--- config.mk ---
export PLATFORM = sky130hd
export DESIGN_NAME = mem_port_arbiter
export DESIGN_NICKNAME = d
export VERILOG_FILES = /design/src/rtl/mem_arb_pkg.sv /design/src/rtl/arb_lat_counter.sv /design/src/rtl/mem_port_arbiter.sv
export SDC_FILE = /design/constraint.sdc
export NUM_CORES = 1
export LEC_CHECK = 0
export BUFFER_PORTS_ARGS = -buffer_cell sky130_fd_sc_hd__buf_4
export CAP_MARGIN = 20
export CORE_AREA = 2 2 108 110
export DETAILED_ROUTE_END_ITERATION = 10
export DIE_AREA = 0 0 110 112
export PLACE_DENSITY_LB_ADDON = 0.12
export SYNTH_ARGS = -nofsm -noshare
export SYNTH_HDL_FRONTEND = slang
export SYNTH_SLANG_ARGS = --single-unit
--- constraint.sdc ---
create_clock -name clk -period 2.3 [get_ports clk]
set_input_delay 0 -clock clk [delete_from_list [all_inputs] [get_ports clk]]
set_output_delay 0 -clock clk [all_outputs]
set_load 0.005 [all_outputs]
--- src/rtl/mem_arb_pkg.sv ---
`default_nettype none
// ============================================================================
//  Module      : mem_arb_pkg
//  Description : Shared types and constants for the instruction/data memory
//                port arbiter.
//  Revision    : 1.0  initial release
// ============================================================================
package mem_arb_pkg;

    typedef enum logic {
        ARB_IDLE = 1'b0,
        ARB_WAIT = 1'b1
    } arb_state_t;

    typedef enum logic {
        OWN_IF = 1'b0,
        OWN_D  = 1'b1
    } owner_t;

    localparam logic [3:0] BE_ALL = 4'b1111;

endpackage
`default_nettype wire

--- src/rtl/arb_lat_counter.sv ---
`default_nettype none
// ============================================================================
//  Module      : arb_lat_counter
//  Description : Loadable read-latency down-counter. Loading arms it with
//                MEM_LAT-1; o_done pulses for one cycle when it reaches zero,
//                which is exactly MEM_LAT cycles after the load cycle.
//  Revision    : 1.0  initial release
// ============================================================================
module arb_lat_counter #(
    parameter int MEM_LAT = 2
) (
    input  logic clk,
    input  logic rst_n,
    input  logic i_load,
    output logic o_done
);

    localparam int              CW       = $clog2(MEM_LAT + 1);
    localparam logic [CW-1:0]   LOAD_VAL = CW'(MEM_LAT - 1);

    logic [CW-1:0] r_cnt;
    logic          r_busy;

    // Count down while armed; a new load always takes precedence over retiring
    always_ff @(posedge clk or negedge rst_n) begin
        if (!rst_n) begin
            r_cnt  <= '0;
            r_busy <= 1'b0;
        end else if (i_load) begin
            r_cnt  <= LOAD_VAL;
            r_busy <= 1'b1;
        end else if (o_done) begin
            r_busy <= 1'b0;
        end else if (r_busy) begin
            r_cnt  <= r_cnt - 1'b1;
        end
    end

    assign o_done = r_busy && (r_cnt == '0);

endmodule
`default_nettype wire

--- src/rtl/mem_port_arbiter.sv ---
`default_nettype none
// ============================================================================
//  Module      : mem_port_arbiter
//  Description : Shares one single-port synchronous memory between the fetch
//                stage and the data stage. Data wins conflicts unless fetch
//                has lost STARVE_LIMIT times in a row. One read in flight;
//                the response cycle doubles as an idle cycle so reads can be
//                issued back to back every MEM_LAT cycles.
//  Revision    : 1.0  initial release
// ============================================================================
module mem_port_arbiter
    import mem_arb_pkg::*;
#(
    parameter int MEM_LAT      = 2,
    parameter int STARVE_LIMIT = 3
) (
    input  logic        clk,
    input  logic        rst_n,
    input  logic        if_req,
    input  logic [31:0] if_addr,
    input  logic        if_kill,
    output logic        if_gnt,
    output logic        if_rvalid,
    output logic [31:0] if_rdata,
    input  logic        d_req,
    input  logic        d_we,
    input  logic [31:0] d_addr,
    input  logic [31:0] d_wdata,
    input  logic [3:0]  d_be,
    output logic        d_gnt,
    output logic        d_rvalid,
    output logic [31:0] d_rdata,
    output logic        mem_en,
    output logic        mem_we,
    output logic [31:0] mem_addr,
    output logic [31:0] mem_wdata,
    output logic [3:0]  mem_be,
    input  logic [31:0] mem_rdata
);

    localparam int            SW        = $clog2(STARVE_LIMIT + 1);
    localparam logic [SW-1:0] STARVE_MAX = SW'(STARVE_LIMIT);

    arb_state_t    r_state;
    arb_state_t    w_state_nxt;
    owner_t        r_owner;
    logic [SW-1:0] r_starve;
    logic          r_kill;

    logic w_lat_done;
    logic w_resp;
    logic w_free;
    logic w_pick_d;
    logic w_if_gnt;
    logic w_d_gnt;
    logic w_rd_gnt;

    arb_lat_counter #(
        .MEM_LAT (MEM_LAT)
    ) u_lat (
        .clk    (clk),
        .rst_n  (rst_n),
        .i_load (w_rd_gnt),
        .o_done (w_lat_done)
    );

    // Gating with rst_n keeps every output quiet while reset is asserted
    assign w_resp   = rst_n && (r_state == ARB_WAIT) && w_lat_done;
    assign w_free   = rst_n && ((r_state == ARB_IDLE) || w_resp);
    assign w_pick_d = d_req && !(if_req && (r_starve == STARVE_MAX));
    assign w_d_gnt  = w_free && w_pick_d;
    assign w_if_gnt = w_free && if_req && !w_pick_d;
    assign w_rd_gnt = w_if_gnt || (w_d_gnt && !d_we);

    // State register
    always_ff @(posedge clk or negedge rst_n) begin
        if (!rst_n) begin
            r_state <= ARB_IDLE;
        end else begin
            r_state <= w_state_nxt;
        end
    end

    // Next state and memory/handshake outputs
    always_comb begin
        w_state_nxt = r_state;
        if_gnt      = w_if_gnt;
        d_gnt       = w_d_gnt;
        mem_en      = w_if_gnt || w_d_gnt;
        mem_we      = w_d_gnt && d_we;
        mem_addr    = 32'h0;
        mem_wdata   = 32'h0;
        mem_be      = 4'h0;
        if (w_rd_gnt) begin
            w_state_nxt = ARB_WAIT;
        end else if (w_resp) begin
            w_state_nxt = ARB_IDLE;
        end
        if (w_d_gnt) begin
            mem_addr = d_addr;
            if (d_we) begin
                mem_wdata = d_wdata;
                mem_be    = d_be;
            end else begin
                mem_be    = BE_ALL;
            end
        end else if (w_if_gnt) begin
            mem_addr = if_addr;
            mem_be   = BE_ALL;
        end
    end

    // Owner, starvation counter and fetch-kill flag
    always_ff @(posedge clk or negedge rst_n) begin
        if (!rst_n) begin
            r_owner  <= OWN_IF;
            r_starve <= '0;
            r_kill   <= 1'b0;
        end else begin
            if (w_rd_gnt) begin
                r_owner <= w_d_gnt ? OWN_D : OWN_IF;
            end
            if (w_if_gnt) begin
                r_starve <= '0;
            end else if (w_d_gnt && if_req && (r_starve != STARVE_MAX)) begin
                r_starve <= r_starve + 1'b1;
            end
            // A kill seen in the grant cycle applies to the new fetch
            if (w_if_gnt) begin
                r_kill <= if_kill;
            end else if (w_resp && (r_owner == OWN_IF)) begin
                r_kill <= 1'b0;
            end else if ((r_state == ARB_WAIT) && (r_owner == OWN_IF) && if_kill) begin
                r_kill <= 1'b1;
            end
        end
    end

    // Response steering: the owner sees data exactly once, unless killed
    always_comb begin
        if_rvalid = w_resp && (r_owner == OWN_IF) && !r_kill && !if_kill;
        d_rvalid  = w_resp && (r_owner == OWN_D);
        if_rdata  = if_rvalid ? mem_rdata : 32'h0;
        d_rdata   = d_rvalid  ? mem_rdata : 32'h0;
    end

endmodule
`default_nettype wire

==> out/results.txt <==
Fin area: 3980 um^2
Vias in the first global route: 2571
Fraction of final layout cells sized beyond drive strength 1: 54.8%
Starting DRT DRC Count: 95
VDD IR max: 0.204 mV
CTS H-Tree Depth: 1
Yosys top cell area share: 35.3%
Mux contribution to synthesized area: 0%
Worst-skew pair later-pin latency: 0.23 ns
Critical Path End Type: primary output
Class of the worst hold path: primary input to flop
R2r endpoint: u_lat.r_cnt[1]
Placed Area: 3890 um^2
Pwr dens: 385 nW/um^2
Die ar.: 12300 um^2
Initial Util: 15.2%
GRT Overall Usage: 12.3%
Drt pass-1 iters: 4
Initial antenna violation count: 0
First-pass GRT wire length: 12500 um
Hold Crit Depth: 2
Number of synthesized flops with an enable pin: 0
Critical Path Most Common Cell: buf_4
Pin count of the biggest net entering global routing: 37
Xor/xnor cell area share of the yosys netlist: 0.515%
Worst r2r path cells: 6
Worst hold start: if_kill
Final period utilization: 83.5%
Syn. warnings: 0
Die width: 110 um
Least-Margin Pin Slew: 0.479 ns
Leakage Power: 2.17 nW
Post-synth top flop: dfrtp_1
Share of flip-flops with an asynchronous set or reset: 100%
Antenna Nets Post-Route: 0
PnR Total Power: 0.00153 W
Antenna Cells: 0
Setup slack, reg-to-reg: 0.59 ns
Drt drc: 0
Resize count post-CTS: 0
Synth cell types: 31
CP cell instances: inv_1, ha_1, a21boi_2, nand2b_1, buf_4, a21oi_1, buf_4
Number of cell rows: 39
Max_cap viols: 0
Total CTS buffers: 3
Max-slew violations: 0
Final HPWL DP: 6880 um
Post-DR wirelength/cell: 12.5 um
Core area: 11200 um^2
Status: complete, no violations
Area leader, netlist: and2_1
Maximum clock insertion buffer count: 2
Post-Syn Nets: 410
Root Buffer: clkbuf_16
Avg Cell Area, Syn: 6.30 um^2
Adder-Cell Fraction of Synth Area: 1.47%
Clk slew on worst S/H paths: 0.04 ns
RSZ-0062 raised after global routing: false
Mapped Area: 1700 um^2
Total gr overflow: 0
Hold endpoint: r_kill
CTS tree: built
Overall die height: 112 um
Sequential share of the synthesized area: 11.8%
Final WL: 8490 um
Dominant cells by area after synthesis: and2_1 (35%), dfrtp_1 (12%), nand3_1 (9.7%)
Port-buffer cells: 275
Reg-to-reg critical path startpoint: u_lat.r_cnt[0]
Nets: 677
Compound-Gate Fraction of Synth Area: 18.2%
Worst Path Arrival: 1.92 ns
Post-Synth Simple-Gate Area: 59.3%
Most common cell after layout, fill and taps aside: buf_4
Top Ports: 276
Startpoint type of the worst setup path: flop
Fin crit period: 1.92 ns
Setup CP Type: flop to primary output
Clk_skew: 0.00154 ns
Via/cell ratio: 4.14
Synth Register Bits: 8
Final hold vios: 0
GP Congestion: 0.747
Cells after Synth: 270
Fmax: 521 MHz
Vias: 2808
Most frequent cells in the layout: buf_4 (285), and2_1 (96), nand2_1 (37)
CTS Sinks: 8
Main combinational cell family by area after synthesis: simple AND/OR/NAND/NOR gates
# fillers: 1189
Critical path's slowest cell: a21boi_2
Final setup fails: 0
Layout area overhead: 134%
Required time of the worst setup path: 2.30 ns
Crit path max fanout: 19
Slew Limit Headroom: 67.9%
Setup TNS: 0 ns
Crit path largest cell delay: 0.42 ns
## layout make-up
cell class	instances	area [um^2]	share of cell area, %
timing repair buffer	286	2150	54.0
multi-input combinational	234	1360	34.2
sequential	8	200	5.03
tap	143	179	4.50
clock buffer	3	75.1	1.89
inverter	4	15.0	0.377
## layer usage
layer | vias to the layer above | part of all wire (%) | GRT usage [%]
met4 | 0 | 0.40 | 2.03
met1 | 1222 | 34 | 13.3
li1 | 1424 | - | -
met2 | 160 | 54 | 24.4
met3 | 2 | 12 | 2.05
met5 | - | 0 | 0
## worst max path at each step
stage                   startpoint        endpoint  slack [ns]
floorplan              r_starve[0]   mem_wdata[10]        0.74
global placement    u_lat.r_cnt[0]         r_owner        0.60
detailed placement  u_lat.r_cnt[0]  u_lat.r_cnt[1]        0.58
CTS                 u_lat.r_cnt[0]     mem_addr[2]        0.37
global route        u_lat.r_cnt[0]    if_rdata[27]        0.22
finish              u_lat.r_cnt[0]     mem_addr[2]        0.38
## metrics by stage
step	setup slack [ns]	hold slack, ns	std cells	utilization [%]
final	0.380	0.0174	678	35.6
after detailed placement	0.583	-0.156	674	34.9
after global placement	0.598	-0.155	674	34.9
after global routing	0.217	0.0154	678	35.6
after floorplan	0.744	-0.296	270	-
after CTS	0.366	0.0136	678	35.6
## synthesized netlist by cell type (2+ instances only)
master and number:
ha_1 2, o21a_1 4, buf_2 5, nand2b_1 2, clkbuf_1 14, a21o_1 2
nor2_1 3, a21boi_2 2, and2_1 96, nand2_1 37, inv_1 4, buf_6 5
o21ai_0 4, nand3_1 33, a21oi_1 32, nor2b_1 2, dfrtp_1 8, and3_1 2
## kinds of logic after synthesis
| kind of cell | count (synthesis) |
|---|---|
| fa+ha+maj | 2 |
| simple gates | 180 |
| xor+xnor | 1 |
| compound gates | 51 |
| flops | 8 |
| buf+inv | 28 |
## registers in the layout, indices dropped and copies added, names as in the netlist
signal	flops
r_starve	2
u_lat.r_cnt	2
r_kill	1
r_owner	1
r_state	1
u_lat.r_busy	1
## worst max-delay path, delay by kind of cell, from the launching register on
kind / cells / cell delay (ns)
flip-flops: 1 / 0.31
buffers and inverters: 3 / 0.44
adder cells (fa/ha/maj): 1 / 0.24
AND/OR/NAND/NOR: 1 / 0.20
AO/OA/AOI/OAI: 2 / 0.50
## power breakdown
group | switching (W) | leakage, nW | internal (W)
clock | 0.0000707 | 0.0370 | 0.000224
sequential | 0.0000416 | 0.0922 | 0.000204
combinational | 0.000445 | 2.04 | 0.000546
## timing repair
item	in CTS	in global routing
hold endpoints to repair	8	0
hold buffers	1	0
setup buffers	0	0
No activity file was read; power rests on OpenSTA's default activity.
